<file path="src/rtl/mem_access_unit.sv">
// Load/store handshake between EX/MEM and a single-outstanding memory port.
// One BUSY phase per access, bounded by TIMEOUT_CYCLES; the upstream pipeline is stalled until the ack.
module mem_access_unit #(
  parameter int unsigned TIMEOUT_CYCLES = 64
) (
  input  logic        clk_i,
  input  logic        rst_i,
  input  logic        MemRead_i,
  input  logic        MemWrite_i,
  input  logic [31:0] addr_i,
  input  logic [31:0] wdata_i,
  input  logic [31:0] ALUres_i,
  input  logic [4:0]  rd_addr_i,
  input  logic        WB_i,
  input  logic        WBSrc_i,
  output logic        mem_req_o,
  output logic        mem_we_o,
  output logic [31:0] mem_addr_o,
  output logic [31:0] mem_wdata_o,
  input  logic        mem_ack_i,
  input  logic [31:0] mem_rdata_i,
  output logic        stall_o,
  output logic        err_o,
  output logic [31:0] MemRdata_o,
  output logic [31:0] ALUres_o,
  output logic [4:0]  rd_addr_o,
  output logic        WB_o,
  output logic        WBSrc_o
);

  localparam int unsigned CW = $clog2(TIMEOUT_CYCLES + 1);
  localparam logic [CW-1:0] CNT_LAST = CW'(TIMEOUT_CYCLES - 1);

  typedef enum logic [1:0] {IDLE, BUSY, DONE} state_t;

  state_t        state_q, state_d;
  logic [CW-1:0] cnt_q, cnt_d;
  logic          we_q, we_d;
  logic [31:0]   addr_q, addr_d;
  logic [31:0]   wdata_q, wdata_d;
  logic [31:0]   rdata_q, rdata_d;
  logic          err_q, err_d;
  logic          to_q, to_d;

  logic op, aligned, access, misalign;

  always_comb begin
    op       = MemRead_i | MemWrite_i;
    aligned  = (addr_i[1:0] == 2'b00);
    access   = (state_q == IDLE) && op && aligned;
    misalign = (state_q == IDLE) && op && !aligned;

    state_d = state_q;
    cnt_d   = cnt_q;
    we_d    = we_q;
    addr_d  = addr_q;
    wdata_d = wdata_q;
    rdata_d = rdata_q;
    err_d   = 1'b0;
    to_d    = 1'b0;

    case (state_q)
      IDLE: begin
        if (access) begin
          state_d = BUSY;
          cnt_d   = '0;
          addr_d  = addr_i;
          wdata_d = wdata_i;
          we_d    = MemWrite_i;  // read+write together counts as a store
        end else if (misalign) begin
          err_d = 1'b1;
        end
      end
      BUSY: begin
        // An ack arriving on the last allowed cycle still completes normally.
        if (mem_ack_i) begin
          state_d = DONE;
          if (!we_q) rdata_d = mem_rdata_i;
        end else if (cnt_q == CNT_LAST) begin
          state_d = DONE;
          err_d   = 1'b1;
          to_d    = 1'b1;
        end else begin
          cnt_d = cnt_q + CW'(1);
        end
      end
      DONE:    state_d = IDLE;
      default: state_d = IDLE;
    endcase
  end

  always_ff @(posedge clk_i) begin
    if (!rst_i) begin
      state_q <= IDLE;
      cnt_q   <= '0;
      we_q    <= 1'b0;
      addr_q  <= '0;
      wdata_q <= '0;
      rdata_q <= '0;
      err_q   <= 1'b0;
      to_q    <= 1'b0;
    end else begin
      state_q <= state_d;
      cnt_q   <= cnt_d;
      we_q    <= we_d;
      addr_q  <= addr_d;
      wdata_q <= wdata_d;
      rdata_q <= rdata_d;
      err_q   <= err_d;
      to_q    <= to_d;
    end
  end

  assign mem_req_o   = (state_q == BUSY);
  assign mem_we_o    = we_q;
  assign mem_addr_o  = addr_q;
  assign mem_wdata_o = wdata_q;
  assign MemRdata_o  = rdata_q;
  assign err_o       = err_q;
  assign stall_o     = access | (state_q == BUSY);
  // to_q is only ever set for the DONE cycle that follows a timeout.
  assign WB_o        = WB_i & ~stall_o & ~(misalign | to_q);
  assign ALUres_o    = ALUres_i;
  assign rd_addr_o   = rd_addr_i;
  assign WBSrc_o     = WBSrc_i;

endmodule

</file>
<file path="config.mk">
export PLATFORM = sky130hd
export DESIGN_NAME = mem_access_unit
export DESIGN_NICKNAME = d
export VERILOG_FILES = /design/src/rtl/mem_access_unit.sv
export SDC_FILE = /design/constraint.sdc
export NUM_CORES = 1
export LEC_CHECK = 0
export ABC_AREA = 1
export CAP_MARGIN = 20
export CELL_PAD_IN_SITES_DETAIL_PLACEMENT = 1
export CELL_PAD_IN_SITES_GLOBAL_PLACEMENT = 1
export CORE_MARGIN = 1.5
export CORE_UTILIZATION = 22
export DETAILED_ROUTE_END_ITERATION = 16
export GPL_ROUTABILITY_DRIVEN = 1
export PLACE_DENSITY_LB_ADDON = 0.2
export SLEW_MARGIN = 0
export SYNTH_ARGS = -nofsm -noshare
export SYNTH_HDL_FRONTEND = slang
export SYNTH_SLANG_ARGS = --single-unit
</file>
<file path="constraint.sdc">
create_clock -name clk_i -period 1.37 [get_ports clk_i]
set_clock_uncertainty 0.05 [all_clocks]
set_input_delay 0.274 -clock clk_i [delete_from_list [all_inputs] [get_ports clk_i]]
set_output_delay 0.274 -clock clk_i [all_outputs]
set_load 0.01 [all_outputs]
</file>
==> metrics.csv, run 1 <==
metric,value,unit
start_util,22.68,%
synthXorXnorAreaFrac,0,%
synth_top_cell_area_share,50.45,%
worst_slew_pin_slew,0.3616,ns
hpwlAfterDp,9600,um
p_int,5.240,mW
antenna_found_initial,1,
timing.rr.start,state_q[1],
criticalPathCategory,primary input to primary output,
grt_pass1_wl,22180,um
h-tree-depth,3,
power.share.switching,25.91,%
grt_pass1_vias,4462,
cts_sinks,108,
status,"complete, but fails checks",
vias,4150,
die_height,142.6,um
ys_ff_latch,108,
root_buffer,clkbuf_16,
synthTopCellsByArea,"dfxtp_1 50%, o21ai_0 11%, a21oi_1 7.9%",
max-slew-margin-rel,75.87,%
setup_viol,9,
gr-usage-all-layers,13.80,%
fin_cells,981,
insertion_delay,0.34,ns
gp_congestion,0.7270,
ys_types,26,
fin_ws,-0.09210,ns
syn_inst,543,
tritoncts,done,
hold_viol,0,
min_from,MemWrite_i,
cts_made_buffers,9,
synth_largest_area_cell,dfxtp_1,
synth_compound_area_share,19.50,%
hold_path_class,primary input to register,
drc,0,
overflow,0,
firstDrtPassIters,4,
initialDrtViolationCount,87,
io_buffers,202,
syn_to_final_growth,60.03,%
fin_util,36.30,%
cp-end-kind,primary output,
netlist_area,0.004285,mm2
yosysWarnings,0,
worstPathArrival,1.14,ns
fin_crit,1.462,ns
cts_buffer_depth,2,
fin_nets,856,
synth_fa_ha_area_share,0.2920,%
drt-vias-per-instance,4.230,
p_leak,2.983,nW
power_density,1031,mW/mm2
filler_cell_count,2236,
r2r_slack,0.02,ns
p_clk_share,35.3,%
synth_top_family_by_area,compound AO/OA/AOI/OAI gates,
timing.fmax,0.6839,GHz
power_switching,1.833,mW
worstSetupStartpointType,primary input,
tns,-0.3006,ns
seq_power_share,47.9,%
rsz0062_at_grt,yes,
io_pins,279,
dieWidth,142.6,um
synth_nets,684,
grt_max_degree,61,
synth.area.mux_share,0,%
dieArea,0.02032,mm2
fin_crit_sh,106.7,%
coreArea,0.01889,mm2
syn_avg_cell_area,7.892,um2
path_max_fanout,2,
violations,negative setup slack,
crit_required,1.05,ns
ys_seq_area_share,50.45,%
drv_cap,0,
ir_drop,0.0007169,V
synthSimpleGateAreaFrac,12.00,%
rows,50,
drive_gt1_share,12.22,%
p_comb_share,16.8,%
wl_per_cell,15.01,um
dp_cells,956,
ant_nets,0,
hold_slack,0.3298,ns
routed_wl,14730,um
clkTransAtPathRegs,0.07,ns
drv_slew,0,
cp-startpoint,addr_i[1],
==> worst max-delay path: stages <==
cell             delay [ns]
clkdlybuf4s50_1        0.44
nor2_4                 0.12
nand3_4                0.09
nand2_1                0.09
buf_6                  0.12
==> metrics by stage <==
step                      cell area [um2]  setup slack (ns)  total power, mW
after floorplan                      4285           0.04580            4.009
after global placement               6395           -0.6314            4.630
after detailed placement             6395           -0.6624            4.661
after CTS                            6671           -0.1294            7.186
after global routing                 6855           -0.1685            7.464
final                                6858          -0.09210            7.073
==> registers in the layout, summed over array words and instances, names as in the netlist <==
register	cells
err_o	1
mem_addr_o	32
mem_we_o	1
state_q	2
MemRdata_o	32
mem_wdata_o	32
cnt_q	7
to_q	1
==> path summary, 6_finish.rpt <==
check,to,cells after the start
setup / recovery,stall_o,5
hold reg to reg,mem_wdata_o[11],2
hold / removal,mem_we_o,3
setup reg to reg,mem_addr_o[5],6
==> power groups by stage <==
stage               Combinational, mW  Clock [mW]  Sequential, mW
CTS                              1.14        2.66            3.39
global route                     1.31        2.75            3.41
floorplan                       0.470           0            3.54
global placement                 1.17           0            3.46
finish                           1.19        2.49            3.39
detailed placement               1.20           0            3.47
==> cell usage after synthesis <==
| master | instances |
|---|---|
| buf_4 | 41 |
| o21ai_0 | 94 |
| buf_2 | 3 |
| or2_2 | 1 |
| nor3_1 | 1 |
| buf_1 | 1 |
| o21bai_1 | 1 |
| dfxtp_1 | 108 |
| nand3_1 | 11 |
| nand3_4 | 1 |
| inv_2 | 1 |
| nor2_1 | 75 |
| buf_6 | 6 |
| a211oi_1 | 1 |
| nor2_2 | 2 |
| nand2_2 | 3 |
| inv_4 | 1 |
| inv_1 | 76 |
| a21oi_1 | 68 |
| o21ai_1 | 2 |
| nand4_1 | 4 |
| clkbuf_2 | 3 |
| ha_1 | 1 |
| clkbuf_1 | 15 |
| nand2_1 | 22 |
| nand3_2 | 1 |
==> placed cells by master (no fill, tap or decap), types with 2 or more instances in the layout <==
cell	instances
clkdlybuf4s15_1	6
buf_12	5
nand4_1	4
buf_4	14
nor2_2	13
dlygate4sd2_1	94
buf_6	5
clkbuf_1	2
o21ai_1	58
nor2_4	3
o21ai_0	30
buf_16	3
nand2_1	18
a21oi_1	67
nand3_1	11
dfxtp_2	4
clkdlybuf4s50_1	97
inv_6	2
dfxtp_1	104
clkinv_4	2
nand3_4	2
o21ai_2	8
nand2_2	5
nor2_1	61
buf_2	2
nand2_4	2
clkbuf_16	12
inv_1	76
==> timing repair <==
| item | in CTS | in global routing |
|---|---|---|
| gates cloned | 2 | 4 |
| resized for setup | 142 | 89 |
| endpoints found under the setup margin | 171 | 106 |
| pin swaps | 7 | 4 |
| hold buffers | 0 | 0 |
| setup buffers | 2 | 1 |
==> logic make-up after synthesis <==
kind of cell	Yosys count
fa+ha+maj	1
flops	108
simple gates	121
buf+inv	147
compound gates	166
==> final cells by class <==
class / instances / area (um2) / area share, %
timing repair buffer: 230 / 2296 / 33.48
sequential: 108 / 2167 / 31.60
multi-input combinational: 288 / 1486 / 21.67
tap: 260 / 325.3 / 4.744
inverter: 78 / 300.3 / 4.379
clock buffer: 12 / 246.5 / 3.594
clock inverter: 4 / 33.78 / 0.4926
antenna: 1 / 2.502 / 0.03649
==> routing by layer <==
layer | vias to the layer above | track usage [%] | wire length [um]
li1 | 2037 | - | -
met1 | 1925 | 14.74 | 6024
met2 | 158 | 23.76 | 6954
met3 | 30 | 6.561 | 1478
met4 | 0 | 4.829 | 269
met5 | - | 0 | 0
No activity file was read; power rests on OpenSTA's default activity.
==> run 2, diff against run 1 <==
Settings changed: TNS_END_PERCENT set to 30.
==> run 2 against run 1 <==
Effect of this change:
- the run still ends with negative setup slack left
- sequential share of layout area did not move
- maximum frequency fell by 1.1%
- register-to-register slack got worse by 0.05 ns
- combinational power barely moved
- critical path type unchanged
- critical endpoint unchanged
- largest cell class unchanged
==> metrics.csv, run 2 (synthesis results as in run 1) <==
metric,value,unit,change
status,"complete, but fails checks",,
violations,negative setup slack,,
fin_ws,-0.1085,ns,-0.01637 ns
drt-vias-per-instance,4.219,,-0.27%
die_height,142.6,um,unchanged
fin_crit,1.478,ns,+0.01637 ns
insertion_delay,0.34,ns,about the same
fin_nets,857,,+0.12%
p_int,5.247,mW,+0.13%
p_clk_share,35.3,%,about the same
dieWidth,142.6,um,unchanged
worstPathArrival,1.15,ns,about the same
power_density,1035,mW/mm2,+0.31%
ir_drop,0.0007183,V,+0.19%
grt_pass1_vias,4330,,-3.0%
ant_nets,0,,unchanged
p_comb_share,16.9,%,about the same
antenna_found_initial,1,,unchanged
p_leak,2.989,nW,+0.21%
clkTransAtPathRegs,0.07,ns,about the same
start_util,22.68,%,unchanged
root_buffer,clkbuf_16,,
tritoncts,done,,
overflow,0,,unchanged
cts_sinks,108,,unchanged
criticalPathCategory,primary input to primary output,,
hpwlAfterDp,9600,um,unchanged
dieArea,0.02032,mm2,unchanged
grt_max_degree,83,,+36%
path_max_fanout,2,,unchanged
syn_to_final_growth,60.03,%,unchanged
timing.rr.start,state_q[1],,
io_pins,279,,unchanged
gp_congestion,0.7270,,unchanged
initialDrtViolationCount,69,,-21%
cts_hold_buf,0,,unchanged
cp-startpoint,addr_i[1],,
hold_viol,0,,unchanged
layout_common_cells,"104 x dfxtp_1, 97 x clkdlybuf4s50_1, 95 x dlygate4sd2_1",,
power_switching,1.848,mW,+0.83%
fin_util,36.30,%,unchanged
min_from,MemWrite_i,,
placed_area,0.006395,mm2,unchanged
finalInstanceArea,0.006858,mm2,unchanged
cts_made_buffers,9,,unchanged
drv_cap,0,,unchanged
rows,50,,unchanged
h-tree-depth,3,,unchanged
setup_viol,8,,-1
firstDrtPassIters,4,,unchanged
coreArea,0.01889,mm2,unchanged
grt_pass1_wl,21180,um,-4.5%
power.share.switching,26.05,%,+0.14 points
seq_power_share,47.8,%,about the same
drc,0,,unchanged
final_common_cell,dfxtp_1,,
fin_crit_sh,107.9,%,+1.2 points
cts_buffer_depth,2,,unchanged
timing.fmax,0.6764,GHz,-1.1%
vias,4143,,-0.17%
rsz0062_at_grt,yes,,
drv_slew,0,,unchanged
gr-usage-all-layers,13.10,%,-0.70 points
drive_gt1_share,11.65,%,-0.57 points
cp-end-kind,primary output,,
worst_slew_pin_slew,0.3408,ns,-0.02070 ns
crit_required,1.05,ns,about the same
wl_per_cell,14.91,um,-0.69%
worstSetupStartpointType,primary input,,
max-slew-margin-rel,77.25,%,+1.4 points
io_buffers,202,,unchanged
hold_path_class,primary input to register,,
routed_wl,14640,um,-0.58%
[run 2: cell types whose count changed in the layout (fill, tap and decap cells not counted), sizes merged]
cell and change:
clkbuf +1, clkdlybuf4s15 -1, dlygate4sd2 +1
[run 2: per-layer routing]
| layer | track usage [%] | part of all wire, % | vias up |
|---|---|---|---|
| met2 | 21.90 | 47 | 155 |
| met5 | 0 | 0 | - |
| met4 | 4.449 | 1.3 | 0 |
| met1 | 14.43 | 42 | 1920 |
| met3 | 6.460 | 10 | 23 |
| li1 | - | - | 2045 |
[run 2: stage by stage]
| step | hold WS [ns] | TNS [ns] | power, mW | setup WS (ns) | std cells |
|---|---|---|---|---|---|
| after floorplan | 0.3624 | 0 | 4.009 | 0.04580 | 543 |
| after global routing | 0.3472 | -2.040 | 7.471 | -0.1693 | 981 |
| final | 0.3303 | -0.3458 | 7.095 | -0.1085 | 982 |
| after CTS | 0.3057 | -0.5143 | 7.150 | -0.1294 | 973 |
| after detailed placement | 0.3863 | -37.58 | 4.661 | -0.6624 | 956 |
| after global placement | 0.3780 | -33.23 | 4.630 | -0.6314 | 956 |
[run 2: layout make-up]
cell class              instances  area [um2]
fillers                      2249       12040
repair buffers                231        2307
flip-flops and latches        108        2167
multi-input cells             288        1478
well taps                     260       325.3
inverters                      78       297.8
clock buffers                  12       246.5
clock inverters                 4       33.78
diodes                          1       2.502
[run 2: what timing repair did]
item | 4_1_cts | 5_1_grt
gates resized for setup | 146 | 92
cloned | 0 | 6
setup endpoints to repair | 171 | 107
endpoints found under the hold margin | 0 | 0
pin swaps | 3 | 5
buffers inserted | 1 | 2
[run 2: critical path, stage by stage]
cell,delay (ns)
clkdlybuf4s50_1,0.44
nor2_4,0.12
nand3_4,0.09
nand2_1,0.10
buf_6,0.12
[run 2: path summary, 6_finish.rpt]
kind | to | slack [ns] | cells after the start
worst max-delay path | stall_o | -0.11 | 5
worst max register to register | cnt_q[4] | -0.03 | 9
worst min register to register | mem_wdata_o[11] | 0.39 | 2
worst min-delay path | mem_we_o | 0.33 | 3
[run 2: power by group through the flow]
stage	logic [mW]	registers (mW)	clock network (mW)
floorplan	0.470	3.54	0
global placement	1.17	3.46	0
detailed placement	1.20	3.47	0
CTS	1.10	3.39	2.66
global route	1.31	3.41	2.75
finish	1.20	3.39	2.51
